## src/rtl/sap1_pkg.sv

```systemverilog
// Shared constants and arbiter state encoding for the SAP-1 memory arbiter.
package sap1_pkg;

    localparam int unsigned ADDR_W = 4;
    localparam int unsigned DATA_W = 8;

    typedef enum logic [1:0] {
        IDLE = 2'd0,
        RD   = 2'd1,
        RV   = 2'd2,
        WR   = 2'd3
    } arb_state_e;

endpackage

```

## src/rtl/sap1_sync_edge.sv

```systemverilog
// Two-flop synchroniser for an asynchronous pin, plus a one-cycle rising-edge pulse
// derived from the synchronised level.
module sap1_sync_edge (
    input  logic clk,
    input  logic rst_n,
    input  logic d_i,
    output logic sync_o,
    output logic rise_o
);

    logic meta_q, meta_d;
    logic sync_q, sync_d;
    logic prev_q, prev_d;

    always_comb begin
        meta_d = d_i;
        sync_d = meta_q;
        prev_d = sync_q;
    end

    always_ff @(posedge clk or negedge rst_n) begin
        if (!rst_n) begin
            meta_q <= 1'b0;
            sync_q <= 1'b0;
            prev_q <= 1'b0;
        end else begin
            meta_q <= meta_d;
            sync_q <= sync_d;
            prev_q <= prev_d;
        end
    end

    assign sync_o = sync_q;
    assign rise_o = sync_q & ~prev_q;

endmodule

```

## src/rtl/sap1_mem_arbiter.sv

```systemverilog
// Arbitrates the single-port program/data memory between CPU reads and a pin-driven
// program loader; CPU reads win, but a pending loader byte is forced through after STARVE_MAX losses.
module sap1_mem_arbiter #(
    parameter int unsigned ADDR_W     = sap1_pkg::ADDR_W,
    parameter int unsigned DATA_W     = sap1_pkg::DATA_W,
    parameter int unsigned STARVE_MAX = 4
) (
    input  logic              clk,
    input  logic              rst_n,
    input  logic              cpu_req,
    input  logic [ADDR_W-1:0] cpu_addr,
    output logic              cpu_gnt,
    output logic              cpu_rvalid,
    output logic [DATA_W-1:0] cpu_rdata,
    output logic              cpu_hold,
    input  logic              ld_mode,
    input  logic              ld_strobe,
    input  logic [DATA_W-1:0] ld_data,
    output logic [ADDR_W-1:0] ld_ptr,
    output logic              ld_busy,
    output logic              ld_overrun,
    output logic              mem_en,
    output logic              mem_we,
    output logic [ADDR_W-1:0] mem_addr,
    output logic [DATA_W-1:0] mem_wdata,
    input  logic [DATA_W-1:0] mem_rdata
);

    import sap1_pkg::*;

    localparam logic [3:0] StarveMax = 4'(STARVE_MAX);

    logic mode_sync, mode_rise;
    logic strobe_rise, unused_strobe_lvl;

    sap1_sync_edge u_sync_mode (
        .clk    (clk),
        .rst_n  (rst_n),
        .d_i    (ld_mode),
        .sync_o (mode_sync),
        .rise_o (mode_rise)
    );

    sap1_sync_edge u_sync_strobe (
        .clk    (clk),
        .rst_n  (rst_n),
        .d_i    (ld_strobe),
        .sync_o (unused_strobe_lvl),
        .rise_o (strobe_rise)
    );

    arb_state_e        state_q, state_d;
    logic [3:0]        starve_q, starve_d;
    logic [ADDR_W-1:0] raddr_q, raddr_d;
    logic [DATA_W-1:0] rdata_q, rdata_d;
    logic [ADDR_W-1:0] ptr_q, ptr_d;
    logic              busy_q, busy_d;
    logic              overrun_q, overrun_d;
    logic [ADDR_W-1:0] hold_addr_q, hold_addr_d;
    logic [DATA_W-1:0] hold_data_q, hold_data_d;
    logic              cpu_req_eff;
    logic              wr_done;

    // Requests are masked in load mode so the CPU stalls and the loader sees an idle bus.
    assign cpu_req_eff = cpu_req & ~mode_sync;

    always_comb begin
        state_d    = state_q;
        starve_d   = starve_q;
        raddr_d    = raddr_q;
        rdata_d    = rdata_q;
        cpu_gnt    = 1'b0;
        cpu_rvalid = 1'b0;
        cpu_rdata  = rdata_q;
        mem_en     = 1'b0;
        mem_we     = 1'b0;
        mem_addr   = '0;
        mem_wdata  = '0;
        wr_done    = 1'b0;
        unique case (state_q)
            IDLE: begin
                if (busy_q && (!cpu_req_eff || starve_q == StarveMax)) begin
                    state_d  = WR;
                    starve_d = '0;
                end else if (cpu_req_eff) begin
                    cpu_gnt = 1'b1;
                    raddr_d = cpu_addr;
                    state_d = RD;
                    if (busy_q) begin
                        starve_d = starve_q + 4'd1;
                    end
                end
            end
            RD: begin
                mem_en   = 1'b1;
                mem_addr = raddr_q;
                state_d  = RV;
            end
            RV: begin
                // Memory data is presented straight through so it is valid with the pulse.
                cpu_rvalid = 1'b1;
                cpu_rdata  = mem_rdata;
                rdata_d    = mem_rdata;
                state_d    = IDLE;
            end
            WR: begin
                mem_we    = 1'b1;
                mem_addr  = hold_addr_q;
                mem_wdata = hold_data_q;
                wr_done   = 1'b1;
                state_d   = IDLE;
            end
            default: state_d = IDLE;
        endcase
    end

    always_comb begin
        ptr_d       = ptr_q;
        busy_d      = busy_q;
        overrun_d   = overrun_q;
        hold_addr_d = hold_addr_q;
        hold_data_d = hold_data_q;
        if (wr_done) begin
            ptr_d  = ptr_q + 1'b1;
            busy_d = 1'b0;
        end
        if (mode_rise) begin
            ptr_d     = '0;
            overrun_d = 1'b0;
        end
        // A byte arriving during the freeing write takes the slot and the advanced pointer.
        if (strobe_rise) begin
            if (!busy_q || wr_done) begin
                busy_d      = 1'b1;
                hold_addr_d = ptr_d;
                hold_data_d = ld_data;
            end else begin
                overrun_d = 1'b1;
            end
        end
    end

    always_ff @(posedge clk or negedge rst_n) begin
        if (!rst_n) begin
            state_q     <= IDLE;
            starve_q    <= '0;
            raddr_q     <= '0;
            rdata_q     <= '0;
            ptr_q       <= '0;
            busy_q      <= 1'b0;
            overrun_q   <= 1'b0;
            hold_addr_q <= '0;
            hold_data_q <= '0;
        end else begin
            state_q     <= state_d;
            starve_q    <= starve_d;
            raddr_q     <= raddr_d;
            rdata_q     <= rdata_d;
            ptr_q       <= ptr_d;
            busy_q      <= busy_d;
            overrun_q   <= overrun_d;
            hold_addr_q <= hold_addr_d;
            hold_data_q <= hold_data_d;
        end
    end

    assign cpu_hold   = mode_sync;
    assign ld_ptr     = ptr_q;
    assign ld_busy    = busy_q;
    assign ld_overrun = overrun_q;

endmodule

```

## config.mk

```make
export PLATFORM = sky130hd
export DESIGN_NAME = sap1_mem_arbiter
export DESIGN_NICKNAME = d
export VERILOG_FILES = /design/src/rtl/sap1_pkg.sv /design/src/rtl/sap1_sync_edge.sv /design/src/rtl/sap1_mem_arbiter.sv
export SDC_FILE = /design/constraint.sdc
export NUM_CORES = 1
export LEC_CHECK = 0
export CAP_MARGIN = 20
export CORE_UTILIZATION = 30
export DETAILED_ROUTE_END_ITERATION = 6
export DONT_BUFFER_PORTS = 1
export PLACE_DENSITY = 0.45
export SLEW_MARGIN = 0
export SYNTH_ARGS = -nofsm -noshare
export SYNTH_HDL_FRONTEND = slang
export SYNTH_SLANG_ARGS = --single-unit
```

## constraint.sdc

```tcl
create_clock -name clk -period 2.35 [get_ports clk]
set_input_delay 0.3525 -clock clk [delete_from_list [all_inputs] [get_ports clk]]
set_output_delay 0.3525 -clock clk [all_outputs]
set_load 0.05 [all_outputs]
```

Word level (Yosys, flattened, before mapping)
Cells that the tools add are included.
- add/sub/neg operators: 2
- bitwise logic cells: 7
- eq/ne operators: 5
- mux-type cells: 23
- reduce and logical (&&, ||, !) cells: 12
- operator list (kind ; count):
    $mux W4 ; 5
    $mux W8 ; 2
    $mux W1 ; 12
    $add A4 B1 Y4 const B ; 2
    $pmux W4 S2 ; 1
    $pmux W2 S3 ; 1
    $reduce_and A3 Y1 ; 2
    $eq A2 B2 Y1 const B ; 2
    $eq A4 B3 Y1 const B ; 1
    $mux W2 ; 2
    $not A1 Y1 ; 4
    $reduce_bool A2 Y1 ; 2
    $and A1 B1 Y1 ; 3
    $ne A3 B3 Y1 const B ; 1
    $eq A2 B1 Y1 const B ; 1
    $logic_not A1 Y1 ; 2
    $logic_not A2 Y1 ; 1
    $logic_or A1 B1 Y1 ; 2
    $reduce_and A2 Y1 ; 1
    $reduce_or A2 Y1 ; 1
    $logic_and A1 B1 Y1 ; 1
- output and inout bits: 31
- bits of input ports: 25
- register bits: 42
- word-level logic and storage cells: 64

Depth between registers and ports, before layout
- depth after elaboration: 7
- mapped depth: 5
- depth with buffers taken out: 5

By module
A second synthesis with hierarchy kept.
- cells, all modules: 139
- area total of the unflattened synthesis: 1798.0 µm²
- by module, submodules not included (module ; instances ; area each (µm²) ; sequential area each (µm²) ; cells an instance):
    sap1_mem_arbiter ; 1 ; 1620.3 ; 900.9 ; 131
    sap1_sync_edge ; 2 ; 88.8 ; 75.1 ; 4

Least setup slack after synthesis
Ideal clock, no wire load.
- path type: register to output
- start point: register state_q[0]
- end point: output port mem_addr[0]
- path slack: 420 ps
- data arrival time: 1577 ps
- required time: 1997 ps
- cell stages (with the launch flop): 5
- path buffers: 3
- cell sequence: dfrtp_1 > buf_6 > buf_2 > clkbuf_1 > nor2b_1
- cells in the longest elaborated chain, start to end: 2
- elaborated cells between the ends (all ways): 3
- those cells by class: eq/ne (2); mux (1)
- ends and longest elaborated chain (item ; line ; RTL):
    from (decl) ; sap1_mem_arbiter.sv:52 ; arb_state_e state_q, state_d;
    from (signal assigned) ; sap1_mem_arbiter.sv:155 ; state_q <= state_d;
    $eq A2 B2 Y1 / $eq A2 B1 Y1 (equally long branches) ; sap1_mem_arbiter.sv:80 ; unique case (state_q)
    $pmux W4 S2 * ; sap1_mem_arbiter.sv:80 ;
    to (decl) ; sap1_mem_arbiter.sv:24 ; output logic [ADDR_W-1:0] mem_addr,
Mark *: on every way between the ends. The rest lies on a longest branch, timed or not.

Final worst setup path
- start point: register starve_q[0]
- end point: output port cpu_gnt
- cells in the longest elaborated chain, start to end: 5
- ends and longest elaborated chain (item ; line ; RTL):
    from (decl) ; sap1_mem_arbiter.sv:53 ; logic [3:0] starve_q, starve_d;
    from (signal assigned) ; sap1_mem_arbiter.sv:156 ; starve_q <= starve_d;
    $eq A4 B3 Y1 ; sap1_mem_arbiter.sv:82 ; if (busy_q && (!cpu_req_eff || starve_q == StarveMax)) begin
    $logic_or A1 B1 Y1 ; sap1_mem_arbiter.sv:82 ;
    $logic_and A1 B1 Y1 ; sap1_mem_arbiter.sv:82 ;
    $mux W1 ; sap1_mem_arbiter.sv:82 ;
    $mux W1 ; sap1_mem_arbiter.sv:80 ;
    to (decl) ; sap1_mem_arbiter.sv:12 ; output logic cpu_gnt,
No other way between the ends.

==> impl_metrics.yaml <==
outcome:
  status: "complete, no violations"
power_and_ir_drop:
  power_per_cell_area_nw_per_um2: 1521
  combPwrFrac_pct: 51.3
  power_frac_seq_pct: 33.8
  p_leak_nw: 1.029
  p_int_mw: 1.754
  design_power_total_mw: 3.380
  clock_power_share_pct: 15.0
  netSwitchingPower_mw: 1.625
  peakVddDrop_mv: 0.6382
  swShare_pct: 48.09
timing:
  hold_violations: 0
  fin_crit_sh_pct: 89.70
  finalSetupViolations: 0
  max_slew_margin_pct: 60.53
  holdWs_ns: 0.07108
  tightestPinTransition_ns: 0.5920
  skew_ns: 0.005637
  tns_ns: 0
  final_max_slew_viol_count: 0
  fin_crit_ns: 2.108
  fmax_ghz: 0.4744
  rsz0062_at_grt: "no"
drt:
  num_vias: 1248
  wirelength_um: 4055
  firstDrtPassIters: 4
  wl_met2_um: 2005
  wl_met3_um: 256
  routed.top_layer: "met4"
  drt-met1-wl_um: 1719
  ant_nets: 0
  drt_iter0_markers: 38
  drc: 0
  vias_per_cell: 5.032
  wire_per_inst_um: 16.35
critical_path:
  cp_cell_sequence: "inv_1, ha_1, nand3b_1, o211ai_2, inv_1, buf_4"
  slowest_stage: "dfrtp_1"
  cpMostUsedCell: "inv_1"
  required_ns: 2.00
  path_class: "reg -> out"
  endpoint_kind: "primary output"
  crit_fanout: 5
  critPathArrivalTime_ns: 1.76
  path_buf_inv: 3
  max_stage_delay_ns: 0.44
  crit_family: "flip-flops"
  worst_setup_path_start_kind: "flop"
place:
  place_congestion: 0.6950
  port_buffers: 0
  dp_hpwl_um: 2831
  place_inst: 238
floorplanning:
  die_w_um: 82.38
  core_area_um2: 6061
  die_h_um: 82.38
  initial_core_util_pct: 31.98
  io_pins: 56
  num_rows: 28
  dieArea_um2: 6786
clock_tree:
  clock_latency_ns: 0.30
  postCtsResizedCells: 0
  root_buffer: "clkbuf_8"
  clock_path_buffers: 2
  cts_tree: "done"
  h-tree-depth: 2
  cts-buffers-inserted: 5
  path_clk_slew_ns: 0.09
  cts.sinks: 42
logic_synthesis:
  synth_top_flop_cell: "dfrtp_1"
  synthArstFlopShare_pct: 100.0
  synth_area_um2: 1938
  synth.distinct_cells: 38
  syn_inst: 156
  syn_avg_cell_area_um2: 12.42
  ys_warn_count: 0
  synthTopCellsByArea: "dfrtp_1 54%, mux2_2 7.6%, mux2_4 7.0%, and3_1 3.2%, nor2b_1 2.6%"
  synth_nets: 184
  yosys.area.top_type: "dfrtp_1"
  ys_seq_area_share_pct: 54.23
  ys_ff_latch: 42
  post-synth-top-area-fraction_pct: 54.23
  synth_edf_count: 0
worst_hold_path:
  hold_class: "in -> reg"
layout:
  final_cells: 248
  layout_common_cells: "42 x dfrtp_1, 17 x buf_4, 13 x mux2_2, 10 x and3_1"
  register_area_um2: 1051
  area_growth_pct: 14.65
  multi_input_area_um2: 788.3
  diodes: 0
  final_layout_size_suffix_gt1_share_pct: 32.37
  num-nets-final: 200
  final_common_cell: "dfrtp_1"
  fillCellCount: 592
  fin_util_pct: 36.66
global_routing:
  grt_max_degree: 43
  grtUsageTotal_pct: 13.02
  grt_pass1_vias: 1297
  grt_pass1_wl_um: 6437
  antenna_found_initial: 0
  overflow: 0
run:
  max-cap-violations: 0
==> metrics by stage <==
step	setup slack [ns]	area (µm²)
floorplan	0.4202	1938
global placement	0.6531	2095
detailed placement	0.5416	2095
CTS	0.1983	2222
global route	0.04240	2222
finish	0.2421	2222
==> metal layers <==
layer	up-vias	global-route usage, %
met2	45	20.83
met3	9	4.615
met4	0	6.667
met5	-	0
met1	623	15.35
li1	571	-
==> Yosys cell counts, types with 2 or more instances <==
library cell	number
nor2b_1	8
nand3_1	5
buf_2	3
ha_1	3
inv_1	9
dfrtp_1	42
o21ai_0	2
nor2_1	2
nand3b_1	2
mux2i_1	4
nand2_1	7
a21oi_1	5
nand2b_1	2
mux2_2	13
mux2_4	9
a21bo_2	2
clkbuf_1	3
a31oi_1	2
and3_1	10
buf_6	3
o22ai_1	3
==> state kept, by name (all words and copies together), names as in the netlist <==
signal	count
hold_addr_q	4
hold_data_q	8
ld_busy	1
ld_overrun	1
ld_ptr	4
raddr_q	4
rdata_q	8
starve_q	4
state_q	2
u_sync_mode.meta_q	1
u_sync_mode.prev_q	1
u_sync_mode.sync_o	1
u_sync_strobe.meta_q	1
u_sync_strobe.prev_q	1
u_sync_strobe.sync_o	1
==> timing repair <==
action	in CTS	in global routing
hold buffers	2	0
buffers inserted	0	0
endpoints found under the hold margin	42	0
==> power by group through the flow <==
stage	clock network [mW]	logic [mW]	registers [mW]
floorplan	0	1.40	1.20
global placement	0	1.69	1.14
detailed placement	0	1.73	1.16
CTS	0.525	1.75	1.14
global route	0.558	1.85	1.17
finish	0.505	1.73	1.14
==> final cells by class <==
class	instances	area share [%]
Sequential cell	42	47.30
Multi-Input combinational cell	95	35.47
Timing Repair Buffer	19	7.095
Tap cell	75	4.223
Clock buffer	5	3.097
Inverter	9	1.520
Clock inverter	3	1.295
==> worst paths after layout <==
check                                           from                   end  slack (ns)  cells after the start
worst max-delay path                     starve_q[0]               cpu_gnt        0.24                      6
worst min register to register  u_sync_strobe.meta_q  u_sync_strobe.sync_o        0.36                      0
max in group asynchronous                      rst_n        hold_data_q[2]        1.61                      2
worst max register to register           starve_q[0]            raddr_q[1]        0.68                      5
min in group asynchronous                      rst_n            rdata_q[0]        0.53                      2
worst min-delay path                         ld_mode    u_sync_mode.meta_q        0.07                      0
==> cells by family (layout without fill, tap and decap cells) <==
| group | Yosys count | in the layout | synth area share, % |
|---|---|---|---|
| DFF | 42 | 42 | 54.23 |
| and+or+nand+nor | 42 | 42 | 12.59 |
| AOI/OAI and AO/OA | 23 | 23 | 8.974 |
| xor gates and xnor gates | 1 | 1 | 0.4520 |
| muxes | 26 | 26 | 16.59 |
| buffers and inverters | 19 | 36 | 5.229 |
| adders and majority gates | 3 | 3 | 1.937 |
Power figures use the tool's default switching activity.
